$ cat config.mk
export PLATFORM = sky130hd
export DESIGN_NAME = sdram_port_arbiter_flat
export DESIGN_NICKNAME = d
export VERILOG_FILES = /design/src/rtl/sdram_port_arbiter_if.sv /design/src/rtl/sdram_port_arbiter.sv /design/src/flat_wrapper.sv
export SDC_FILE = /design/constraint.sdc
export NUM_CORES = 1
export LEC_CHECK = 0
export ABC_AREA = 1
export CAP_MARGIN = 40
export CORE_MARGIN = 3
export CORE_UTILIZATION = 29
export DETAILED_ROUTE_END_ITERATION = 16
export PLACE_DENSITY = 0.87
export SKIP_LAST_GASP = 1
export SYNTH_ARGS = -nofsm -noshare
export SYNTH_HDL_FRONTEND = slang
export SYNTH_SLANG_ARGS = --single-unit
$ cat constraint.sdc
create_clock -name clk_clk -period 3.9 [get_ports clk_clk]
set_clock_uncertainty 0.2 [all_clocks]
set_input_delay 0.585 -clock clk_clk [delete_from_list [all_inputs] [get_ports clk_clk]]
set_output_delay 0.585 -clock clk_clk [all_outputs]
set_load 0.01 [all_outputs]
$ cat src/rtl/sdram_port_arbiter_if.sv
// Avalon-MM bundle between the two requesting masters and the shared SDRAM controller slave.
// Port p of each packed r_* vector occupies slice [p*W +: W].
interface sdram_port_arbiter_if #(
  parameter int ADDR_W = 24,
  parameter int DATA_W = 16
);
  localparam int BE_W = DATA_W / 8;

  // Upstream side: two masters.
  logic [2*ADDR_W-1:0] r_address;
  logic [1:0]          r_read;
  logic [1:0]          r_write;
  logic [2*DATA_W-1:0] r_writedata;
  logic [2*BE_W-1:0]   r_byteenable;
  logic [1:0]          r_waitrequest;
  logic [DATA_W-1:0]   r_readdata;
  logic [1:0]          r_readdatavalid;

  // Downstream side: SDRAM controller.
  logic [ADDR_W-1:0]   av_address;
  logic [DATA_W-1:0]   av_writedata;
  logic [BE_W-1:0]     av_byteenable;
  logic                av_read;
  logic                av_write;
  logic                av_waitrequest;
  logic [DATA_W-1:0]   av_readdata;
  logic                av_readdatavalid;

  modport slave (
    input  r_address, r_read, r_write, r_writedata, r_byteenable,
           av_waitrequest, av_readdata, av_readdatavalid,
    output r_waitrequest, r_readdata, r_readdatavalid,
           av_address, av_writedata, av_byteenable, av_read, av_write
  );

  modport master (
    output r_address, r_read, r_write, r_writedata, r_byteenable,
           av_waitrequest, av_readdata, av_readdatavalid,
    input  r_waitrequest, r_readdata, r_readdatavalid,
           av_address, av_writedata, av_byteenable, av_read, av_write
  );
endinterface

$ cat src/rtl/sdram_port_arbiter.sv
// Two-port Avalon-MM arbiter in front of one SDRAM controller, with a tag FIFO steering read returns.
// Define SDRAM_ARB_FIXED_PRIO_EN for fixed priority (port 0 wins); the default is round-robin.
module sdram_port_arbiter #(
  parameter int ADDR_W     = 24,
  parameter int DATA_W     = 16,
  parameter int PEND_DEPTH = 4
) (
  input  logic                 clk_clk,
  input  logic                 reset_reset,
  sdram_port_arbiter_if.slave  bus,
  output logic                 arb_err
);
  localparam int PTR_W = $clog2(PEND_DEPTH);
  localparam int CNT_W = PTR_W + 1;

  typedef enum logic [1:0] {IDLE, BUSY0, BUSY1} state_t;

  state_t           state, state_nx;
  logic [PTR_W-1:0] wr_ptr, rd_ptr;
  logic [CNT_W-1:0] count;
  logic             tag_mem [PEND_DEPTH];

  logic [1:0] elig, cand, win;
  logic       granted, gnt, sel_read, sel_write;
  logic       accept, push, pop, fifo_full, fifo_empty, err_ev;

  assign granted    = (state != IDLE);
  assign gnt        = (state == BUSY1);
  assign sel_read   = granted & bus.r_read[gnt];
  assign sel_write  = granted & bus.r_write[gnt];
  assign accept     = granted & ~bus.av_waitrequest;

  assign fifo_full  = (count == CNT_W'(PEND_DEPTH));
  assign fifo_empty = (count == '0);
  // A read only waits on a full FIFO; the registered count means a same-cycle pop does not help.
  assign elig       = (bus.r_read | bus.r_write) & ~(bus.r_read & {2{fifo_full}});

  assign push   = accept & sel_read;
  assign pop    = bus.av_readdatavalid & ~fifo_empty;
  assign err_ev = (bus.av_readdatavalid & fifo_empty) | (sel_read & sel_write);

`ifdef SDRAM_ARB_FIXED_PRIO_EN
  // Without a fairness pointer the granted port may be re-granted at once, which is how port 0 holds the bus.
  always_comb begin
    cand = elig;
    win  = cand[0] ? 2'b01 : cand;
  end
`else
  logic last;

  // NOTE: every signal written in always_comb gets a default first, so no path can infer a latch.
  always_comb begin
    cand = elig;
    if (accept) cand[gnt] = 1'b0;
    if (&cand) win = last ? 2'b01 : 2'b10;
    else       win = cand;
  end

  always_ff @(posedge clk_clk) begin
    if (reset_reset)  last <= 1'b1;
    else if (accept)  last <= gnt;
  end
`endif

  always_comb begin
    state_nx = state;
    if (state == IDLE || accept) begin
      if (win[0])      state_nx = BUSY0;
      else if (win[1]) state_nx = BUSY1;
      else             state_nx = IDLE;
    end
  end

  always_comb begin
    bus.av_address    = '0;
    bus.av_writedata  = '0;
    bus.av_byteenable = '0;
    bus.av_read       = 1'b0;
    bus.av_write      = 1'b0;
    bus.r_waitrequest = 2'b11;
    if (granted) begin
      bus.av_address    = gnt ? bus.r_address[ADDR_W +: ADDR_W] : bus.r_address[0 +: ADDR_W];
      bus.av_writedata  = gnt ? bus.r_writedata[DATA_W +: DATA_W] : bus.r_writedata[0 +: DATA_W];
      bus.av_byteenable = gnt ? bus.r_byteenable[DATA_W/8 +: DATA_W/8]
                              : bus.r_byteenable[0 +: DATA_W/8];
      // A read+write collision performs the read only.
      bus.av_read       = sel_read;
      bus.av_write      = sel_write & ~sel_read;
      bus.r_waitrequest[gnt] = bus.av_waitrequest;
    end
  end

  always_comb begin
    bus.r_readdatavalid = 2'b00;
    if (pop) bus.r_readdatavalid[tag_mem[rd_ptr]] = 1'b1;
  end

  assign bus.r_readdata = bus.av_readdata;

  // NOTE: state uses non-blocking assignments so every register samples pre-edge values.
  always_ff @(posedge clk_clk) begin
    if (reset_reset) begin
      state   <= IDLE;
      wr_ptr  <= '0;
      rd_ptr  <= '0;
      count   <= '0;
      arb_err <= 1'b0;
    end else begin
      state <= state_nx;
      if (push)   wr_ptr <= wr_ptr + 1'b1;
      if (pop)    rd_ptr <= rd_ptr + 1'b1;
      count <= count + CNT_W'(push) - CNT_W'(pop);
      if (err_ev) arb_err <= 1'b1;
    end
  end

  // NOTE: tag storage is not reset; the pointers and count define which entries are live.
  always_ff @(posedge clk_clk) begin
    if (push) tag_mem[wr_ptr] <= gnt;
  end
endmodule

$ cat src/flat_wrapper.sv
// flat-port wrapper written by rule: the top's interface ports become plain ports
module sdram_port_arbiter_flat 
#(
  parameter int ADDR_W     = 24,
  parameter int DATA_W     = 16,
  parameter int PEND_DEPTH = 4
)
  (clk_clk, reset_reset, arb_err, bus_r_address, bus_r_read, bus_r_write, bus_r_writedata, bus_r_byteenable, bus_av_waitrequest, bus_av_readdata, bus_av_readdatavalid, bus_r_waitrequest, bus_r_readdata, bus_r_readdatavalid, bus_av_address, bus_av_writedata, bus_av_byteenable, bus_av_read, bus_av_write);
  sdram_port_arbiter_if #(.ADDR_W(ADDR_W), .DATA_W(DATA_W)) bus_i ();
  input  logic clk_clk;
  input  logic reset_reset;
  output logic arb_err;
  input wire logic [$bits(bus_i.r_address)-1:0] bus_r_address;
  input wire logic [$bits(bus_i.r_read)-1:0] bus_r_read;
  input wire logic [$bits(bus_i.r_write)-1:0] bus_r_write;
  input wire logic [$bits(bus_i.r_writedata)-1:0] bus_r_writedata;
  input wire logic [$bits(bus_i.r_byteenable)-1:0] bus_r_byteenable;
  input wire logic [$bits(bus_i.av_waitrequest)-1:0] bus_av_waitrequest;
  input wire logic [$bits(bus_i.av_readdata)-1:0] bus_av_readdata;
  input wire logic [$bits(bus_i.av_readdatavalid)-1:0] bus_av_readdatavalid;
  output wire logic [$bits(bus_i.r_waitrequest)-1:0] bus_r_waitrequest;
  output wire logic [$bits(bus_i.r_readdata)-1:0] bus_r_readdata;
  output wire logic [$bits(bus_i.r_readdatavalid)-1:0] bus_r_readdatavalid;
  output wire logic [$bits(bus_i.av_address)-1:0] bus_av_address;
  output wire logic [$bits(bus_i.av_writedata)-1:0] bus_av_writedata;
  output wire logic [$bits(bus_i.av_byteenable)-1:0] bus_av_byteenable;
  output wire logic [$bits(bus_i.av_read)-1:0] bus_av_read;
  output wire logic [$bits(bus_i.av_write)-1:0] bus_av_write;
  assign bus_i.r_address = bus_r_address;
  assign bus_i.r_read = bus_r_read;
  assign bus_i.r_write = bus_r_write;
  assign bus_i.r_writedata = bus_r_writedata;
  assign bus_i.r_byteenable = bus_r_byteenable;
  assign bus_i.av_waitrequest = bus_av_waitrequest;
  assign bus_i.av_readdata = bus_av_readdata;
  assign bus_i.av_readdatavalid = bus_av_readdatavalid;
  assign bus_r_waitrequest = bus_i.r_waitrequest;
  assign bus_r_readdata = bus_i.r_readdata;
  assign bus_r_readdatavalid = bus_i.r_readdatavalid;
  assign bus_av_address = bus_i.av_address;
  assign bus_av_writedata = bus_i.av_writedata;
  assign bus_av_byteenable = bus_i.av_byteenable;
  assign bus_av_read = bus_i.av_read;
  assign bus_av_write = bus_i.av_write;
  sdram_port_arbiter #(.ADDR_W(ADDR_W), .DATA_W(DATA_W), .PEND_DEPTH(PEND_DEPTH)) u_core (.clk_clk(clk_clk), .reset_reset(reset_reset), .bus(bus_i), .arb_err(arb_err));
endmodule
==> results.rst <==
.. list-table::
   :header-rows: 1

   * - Metric
     - Value
   * - Status
     - complete, no violations
   * - Final net count
     - 425
   * - Count of endpoints failing hold in the final timing report
     - 0
   * - Master cell of the clock root buffer
     - clkbuf_8
   * - DRC errors left
     - 0
   * - Portion of synthesized cell area occupied by the leading cell type
     - 25.34%
   * - Routed WL
     - 5292 µm
   * - Std-Cell Core Area
     - 4786 µm²
   * - Share of cells above drive strength 1
     - 3.560%
   * - Wire length of the first global-routing pass
     - 8480 µm
   * - Post-cts hold buffer count
     - 0
   * - Die Span Y
     - 76.75 µm
   * - Number of buffers added by the clock tree synthesis step
     - 3
   * - Worst-Margin Slew
     - 756.4 ps
   * - Vias in the first global route
     - 1,783
   * - Number of cells in the finished layout apart from fillers
     - 376
   * - Clock Tree Buf Depth
     - 2
   * - Port Buffer Count
     - 140
   * - Worst relative slew slack
     - 49.50%
   * - Peak Freq
     - 342.7 MHz
   * - Growth of design area from synthesis to finish
     - 94.66%
   * - Pin count of the biggest net entering global routing
     - 47
   * - Leakage
     - 0.001168 µW
   * - Arr. time, crit path
     - 2130 ps
   * - Latest clock arrival within the worst-skew pair
     - 260 ps
   * - Startpoint Class
     - register
   * - Leading cell type in the layout, fill and taps excluded
     - clkdlybuf4s50_1
   * - Iter 0 DRT Violations
     - 49
   * - Min Hold Slack
     - 284.8 ps
   * - Number of placed instances with taps included
     - 372
   * - Maximum ir drop on the vdd rail
     - 0.1526 mV
   * - Category of the worst setup path capture point
     - primary output
   * - Average vias per placed instance
     - 4.689
   * - Setup repair after global routing missed its margin
     - false
   * - Number of antenna violations at the first check in global routing
     - 0
   * - Antenna diode count
     - 0
   * - Crit path time final
     - 2918 ps
   * - GRT Util Overall
     - 17.50%
   * - Final core utilization
     - 59.03%
   * - First drt pass iteration count
     - 4
   * - Share of the clock period used by the worst path after layout
     - 74.83%
   * - Number of pins exceeding their max-slew limit in the final report
     - 0
   * - Initial cell density of the core
     - 30.33%
   * - Number of clock sinks
     - 17
   * - Hpwl dp
     - 4385 µm
   * - Area enclosed by the die boundary
     - 5890 µm²
   * - Yosys Warn Count
     - 0
   * - P per Cell Area
     - 368.8 nW/µm²
   * - Max_cap viols
     - 0
   * - Post-synth net total
     - 304
   * - Post-Syn Area per Cell
     - 7.679 µm²
   * - Width of the chip
     - 76.75 µm
   * - Setup fix buffers added after clock tree synthesis
     - 0
   * - Clock tree from TritonCTS
     - built
   * - Share of async-settable or async-resettable flops after synthesis
     - 0%
   * - Slowest cell on crit path
     - clkdlybuf4s50_1
   * - Site Rows
     - 25
   * - Most frequent cells in the layout
     - clkdlybuf4s50_1 (140), a22o_1 (42), inv_1 (27)
   * - Setup Viol. Count Final
     - 0
   * - Syn Inst Count
     - 189
   * - Clock edge transition at the registers on the reported setup and hold paths
     - 70 ps
   * - Netlist area before placement
     - 1451 µm²
   * - Max incr delay on CP
     - 560 ps
   * - Number of vias in the routed layout
     - 1,763
   * - Crit path required time
     - 3120 ps
   * - Total of flip-flops plus latches after synthesis
     - 17
   * - Setup TNS Final
     - 0 ps
   * - I/O pin count
     - 173
   * - Per-cell routed wire length
     - 14.07 µm
   * - Cell type with the largest total area after synthesis
     - a22o_1
   * - Count of different cell masters after synthesis
     - 25
   * - Commonest register cell after synthesis
     - dfxtp_1
   * - CP cell instances
     - nand2_4 > inv_2 > a22o_1 > clkdlybuf4s50_1
   * - H-Tree Level Count
     - 1
   * - Type of the worst setup path
     - reg -> out
   * - Dominant cells by area after synthesis
     - a22o_1 (25%), dfxtp_1 (18%), buf_4 (8.3%), edfxtp_1 (8.3%), inv_1 (7.0%)
   * - Total congestion overflow
     - 0
   * - Path category of the worst min-delay check
     - reg -> reg
   * - Number of synthesized flops with an enable pin
     - 4
   * - Resized cells post-CTS
     - 0
   * - Fraction of the yosys area taken by sequential cells
     - 26.21%
   * - Max FO, Critical Path
     - 46
   * - Placer congestion estimate
     - 0.7684
   * - Antenna viol nets, final
     - 0
-- critical path: cells and delay by family, from the launching register on --
family                 cells  cell delay [ps]
buffers and inverters      2             1110
flip-flops                 1              420
AO/OA/AOI/OAI              1              250
AND/OR/NAND/NOR            1               90
-- stage by stage --
step	instance area [µm²]	power, µW	worst slack (ps)
after floorplan	1451	585.4	1833
after global placement	2776	898.9	1158
after detailed placement	2776	911.9	1131
after CTS	2825	1052	965.0
after global routing	2825	1117	843.9
final	2825	1042	981.8
-- synthesized netlist by cell type (2+ instances only) --
| library cell | number |
|---|---|
| nand3_1 | 5 |
| edfxtp_1 | 4 |
| dfxtp_1 | 13 |
| clkbuf_1 | 3 |
| o21ai_0 | 4 |
| nand4_1 | 2 |
| buf_2 | 5 |
| inv_1 | 27 |
| nand2_4 | 2 |
| nor2_1 | 26 |
| ha_1 | 6 |
| buf_4 | 16 |
| nand2_1 | 18 |
| a22o_1 | 42 |
| a21oi_1 | 6 |
-- final timing paths --
kind,slack [ps],startpoint,endpoint,cells after the start
worst max-delay path,980,u_core.state[1]$_SDFFE_PP0P_,bus_av_writedata[15],4
worst min-delay path,280,u_core.rd_ptr[1]$_SDFFE_PP0P_,u_core.rd_ptr[1]$_SDFFE_PP0P_,2
worst max register to register,1480,u_core.state[0]$_SDFFE_PP0P_,u_core.count[2]$_SDFF_PP0_,11
worst min register to register,280,u_core.rd_ptr[1]$_SDFFE_PP0P_,u_core.rd_ptr[1]$_SDFFE_PP0P_,2
-- cell families after synthesis --
family                   after synthesis  share of synthesized area (%)
AO/OA/AOI/OAI                         56                          31.38
buffers and inverters                 55                          19.74
AND/OR/NAND/NOR                       53                          15.52
flip-flops                            17                          26.21
adder cells (fa/ha/maj)                7                          6.552
XOR/XNOR                               1                         0.6036
-- layout make-up --
class,count,area [µm²]
Timing Repair Buffer,141,1409
Sequential cell,17,380.4
Clock inverter,1,7.507
Fill cell,417,1961
Inverter,30,118.9
Clock buffer,3,41.29
Multi-Input combinational cell,117,784.5
Tap cell,67,83.83
-- routing by layer --
layer / vias up / global-route usage [%] / wire, µm
met1: 805 / 18.76 / 2008
li1: 870 / - / -
met5: - / 0 / 0
met3: 9 / 5.869 / 444
met4: 0 / 5.072 / 69
met2: 79 / 32.23 / 2770
-- report_power, final --
| group | switching [µW] | leakage (µW) | internal (µW) |
|---|---|---|---|
| clock | 63.1 | 0.0000217 | 72.0 |
| combinational | 290 | 0.00100 | 376 |
| sequential | 26.1 | 0.000144 | 215 |
| total | 379 | 0.00117 | 663 |
Note: power is estimated with default switching activity, not from simulation.
